File: src/rtl/stochastic_grad.sv
// Stochastic gradient-sparsification stage: each lane passes a proposed weight
// flip with probability 2^-KEEP_SHIFT, decided by a private 13-bit LFSR.
module stochastic_grad #(
    parameter int W_SIZE     = 256,
    parameter int KEEP_SHIFT = 3
) (
    input  logic              clk_in,
    input  logic              rst_in,
    input  logic [W_SIZE-1:0] flip_weight_in,
    output logic [W_SIZE-1:0] flip_weight_out
);

    // Elaboration-time seed per lane; 32-bit unsigned arithmetic keeps the
    // modulo non-negative even when i^3 wraps for wide builds.
    function automatic logic [12:0] lane_seed(input int unsigned lane);
        logic [31:0] s;
        int unsigned shamt;
        s = 32'h0000_1FFF;
        for (int unsigned j = 0; j < 8; j++) begin
            shamt = (lane * lane * lane * 32'd17 + lane * j * 32'd19) % 32'd13;
            s     = s ^ (32'd1 << shamt);
        end
        return s[12:0] | 13'h1000;
    endfunction

    logic [W_SIZE-1:0] keep_mask;

    genvar gi;
    generate
        for (gi = 0; gi < W_SIZE; gi++) begin : g_lane
            localparam logic [12:0] SEED = lane_seed(gi);

            logic [12:0] lfsr_reg;
            logic [12:0] lfsr_next;

            // x^13 + x^4 + x^3 + x + 1, shifted left with feedback into bit 0
            assign lfsr_next = {lfsr_reg[11:0],
                                lfsr_reg[12] ^ lfsr_reg[3] ^ lfsr_reg[2] ^ lfsr_reg[0]};

            always_ff @(posedge clk_in or negedge rst_in) begin
                if (!rst_in) begin
                    lfsr_reg <= SEED;
                end else begin
                    lfsr_reg <= lfsr_next;
                end
            end

            if (KEEP_SHIFT == 0) begin : g_keep_all
                assign keep_mask[gi] = 1'b1;
            end else begin : g_keep_sel
                assign keep_mask[gi] = (lfsr_reg[KEEP_SHIFT-1:0] == '0);
            end
        end
    endgenerate

    // Keep decision uses the pre-advance LFSR state of the same edge.
    always_ff @(posedge clk_in or negedge rst_in) begin
        if (!rst_in) begin
            flip_weight_out <= '0;
        end else begin
            flip_weight_out <= flip_weight_in & keep_mask;
        end
    end

endmodule

File: config.mk
export PLATFORM = sky130hd
export DESIGN_NAME = stochastic_grad
export DESIGN_NICKNAME = d
export VERILOG_FILES = /design/src/rtl/stochastic_grad.sv
export SDC_FILE = /design/constraint.sdc
export NUM_CORES = 2
export LEC_CHECK = 0
export ABC_AREA = 1
export CAP_MARGIN = 20
export CELL_PAD_IN_SITES_DETAIL_PLACEMENT = 0
export CELL_PAD_IN_SITES_GLOBAL_PLACEMENT = 1
export CORE_AREA = 5 5 515 517
export CTS_CLUSTER_DIAMETER = 80
export DETAILED_ROUTE_END_ITERATION = 8
export DIE_AREA = 0 0 520 522
export GPL_TIMING_DRIVEN = 0
export PLACE_DENSITY_LB_ADDON = 0.12
export SETUP_SLACK_MARGIN = 0.4
export SYNTH_ARGS = -nofsm -noshare
export SYNTH_HDL_FRONTEND = slang
export SYNTH_SLANG_ARGS = --single-unit
File: constraint.sdc
create_clock -name clk_in -period 1 [get_ports clk_in]
set_input_delay 0.3 -clock clk_in [delete_from_list [all_inputs] [get_ports clk_in]]
set_output_delay 0.3 -clock clk_in [all_outputs]
set_load 0.005 [all_outputs]
==> impl_results.md <==
* Fin cells at 13600
* R2R Path Start: g_lane[180].lfsr_reg[2]
* Post-Synthesis Cells at around 8700
* I/O Pins at 514
* FP Rows at between 150 and 200
* CP Launch Point: flip_weight_out[133]
* Area Growth Syn to Fin at 22.9%
* Max-slew violation count at 0
* Family with the most delay on the worst path: flip-flops
* Most common cell after layout, fill and taps aside: nand2_1
* Most frequent cells in the layout: nand2_1, dfrtp_1, dfstp_2
* TritonCTS Buffers at approximately 380
* Setup ws final at -0.834 ns
* Starting density of the core at between 40% and 50%
* Clk buf depth at 4
* Fin nets at ~10000
* Largest net degree at the start of global routing at 189
* Htree depth at 5
* Router iterations before antenna repair at 8
* Worst Hold Class: input pin to asynchronous set/reset pin
* Max_cap viols at 0
* All-Layer GR Usage at between 10 and 15%
* Net Count, Synth at 8962
* DIE HEIGHT at roughly 520 microns
* Fin crit period at ~1.8 ns
* Critical path class: flop to primary output
* Average size of a mapped cell at roughly 13 sq um
* Clock-pin slew on the worst setup and hold paths at around 0.06 ns
* First-pass GRT wire length at between 300000 and 400000 microns
* Seq cells post-synth at about 3600
* Crit-path cells: buf_2
* Final setup viols at a little under 400
* Clk_skew at approximately 0.087 ns
* Fmax achieved at ~550 MHz
* Register area share after synthesis at about four fifths
* Initial DRC Count at between 3000 and 4000
* DP Cell Count at about 13000
* Worst path required time at 0.70 ns
* Hold Vio Cnt, Final at roughly 420
* Synth warn at 0
* Clock sink count at around 3600
* Grt total ovfl at 0
* Final WL at 199000 microns
* Final Cycle Share at 183%
* PortBufs at 513
* Hold Slack at -0.652 ns
* Failing checks: negative hold slack, negative setup slack
* Routed WL per cell at 14.6 microns
* Fillcell total at between 20000 and 25000
* Buffer and inverter count on the worst path at 1
* CTS tree: built
* Post-synthesis cell area at around 0.11 sq mm
* Critical Path AT at around 1.5 ns
* Synth cell types at 8
* Worst slew pin tran at roughly 0.73 ns
* Layout cell share with drive strength beyond 1 at 33.0%
* DRC viols at 0
* Setup total negative slack at -196.25 ns
* Leakage at between 0.06 and 0.07 uW
* Vias in the first global route at 60800
* Outcome: complete, but fails checks
* Post-route ant nets at 0
* RePlAce Congestion at approximately 0.73
* Power Dens Cells at between 2000 and 2500 mW/mm^2
* Hold_buf cts at ~190
* Relative slew margins at approximately 51%
* Max reg flops at 3328
* Max VDD drop at between 1.5 and 2 mV
* Vias post-DR at 58400
* Crit-path slowest cell: dfrtp_1
* Total Die Area at 0.271 sq mm
* Startpoint types: flop
* Initial antenna violation count at 16
* Clock root buffer: clkbuf_16
* CP peak stage delay at approximately 0.44 ns
* RSZ-0062 raised after global routing: true
* Vias per cell at between 4 and 5
* Worst skew pair latency at around 0.94 ns
* CP max FO at 1
* Post-DP HPWL at approximately 110000 microns
* CP endpoint kind: primary output
* Horiz. Die Dim at between 500 and 600 microns
* Core area at 0.261 sq mm
-- cell usage after synthesis --
| library cell | number | area share [%] |
|---|---|---|
| dfstp_2 | 1596 | 37 |
| inv_2 | 2 | 0.0066 |
| nand2_1 | 2822 | 9.3 |
| nand2_2 | 256 | 1.4 |
| inv_1 | 1276 | 4.2 |
| nor2_1 | 508 | 1.7 |
| nor3b_2 | 256 | 2.8 |
| dfrtp_1 | 1988 | 44 |
-- timing repair --
| item | 4_1_cts | 5_1_grt |
|---|---|---|
| endpoints found under the hold margin | 752 | 505 |
| endpoints found under the setup margin | 4222 | 4132 |
| setup buffers | 16 | 0 |
| cloned | 51 | 22 |
| resized for setup | 788 | 265 |
-- worst reg2reg max path, delay by kind of cell (launching register included) --
| family | cells | cell delay, ns |
|---|---|---|
| buffers and inverters | 1 | 0.04 |
| and+or+nand+nor | 4 | 0.33 |
| DFF | 1 | 0.56 |
-- per-layer routing --
layer,up-vias,global-route usage [%],share of wire (%)
met2,842,21.9,44
met5,-,0,0.021
met1,29000,21.6,49
met4,6,4.55,2.5
li1,28200,-,-
met3,346,3.31,4.6
-- report_power, final --
part,switching [uW],internal (uW),leakage [uW]
Clock,55400,85400,0.00637
Sequential,223,146000,0.0436
Combinational,4210,3430,0.0181
-- metrics by stage --
stage | util [%] | area (sq um) | power [uW] | setup slack [ns]
after floorplan | - | 114000 | 149000 | 0.125
after global placement | 47.3 | 123000 | 151000 | -152.70
after detailed placement | 47.5 | 124000 | 155000 | -5.13
after CTS | 53.6 | 140000 | 300000 | -0.942
after global routing | 53.7 | 140000 | 307000 | -0.936
final | 53.7 | 140000 | 295000 | -0.834
-- layout make-up --
type	instances	area (sq um)	share of cell area [%]
inverter	1278	4800	3.43
antenna	6	15.0	0.0107
clock buffer	575	11400	8.17
tap	3420	4280	3.06
clock inverter	122	1430	1.02
timing repair buffer	811	8930	6.39
sequential	3584	91700	65.6
multi-input combinational	3842	17300	12.4
-- final timing paths --
kind | slack, ns | cells past startpoint | to
min in group clk_in | -0.01 | 2 | flip_weight_out[152]
setup / recovery | -0.83 | 1 | flip_weight_out[133]
max in group asynchronous | -0.17 | 6 | g_lane[91].lfsr_reg[4]
hold reg to reg | 0.28 | 0 | g_lane[92].lfsr_reg[9]
setup reg to reg | -0.11 | 5 | g_lane[180].lfsr_reg[0]
hold / removal | -0.65 | 1 | g_lane[223].lfsr_reg[5]
-- kinds of logic after synthesis --
logic type | after synthesis | share of synthesized area (%)
AND/OR/NAND/NOR | 3842 | 15.2
flip-flops | 3584 | 80.6
buffers and inverters | 1278 | 4.22
Power figures use the tool's default switching activity.
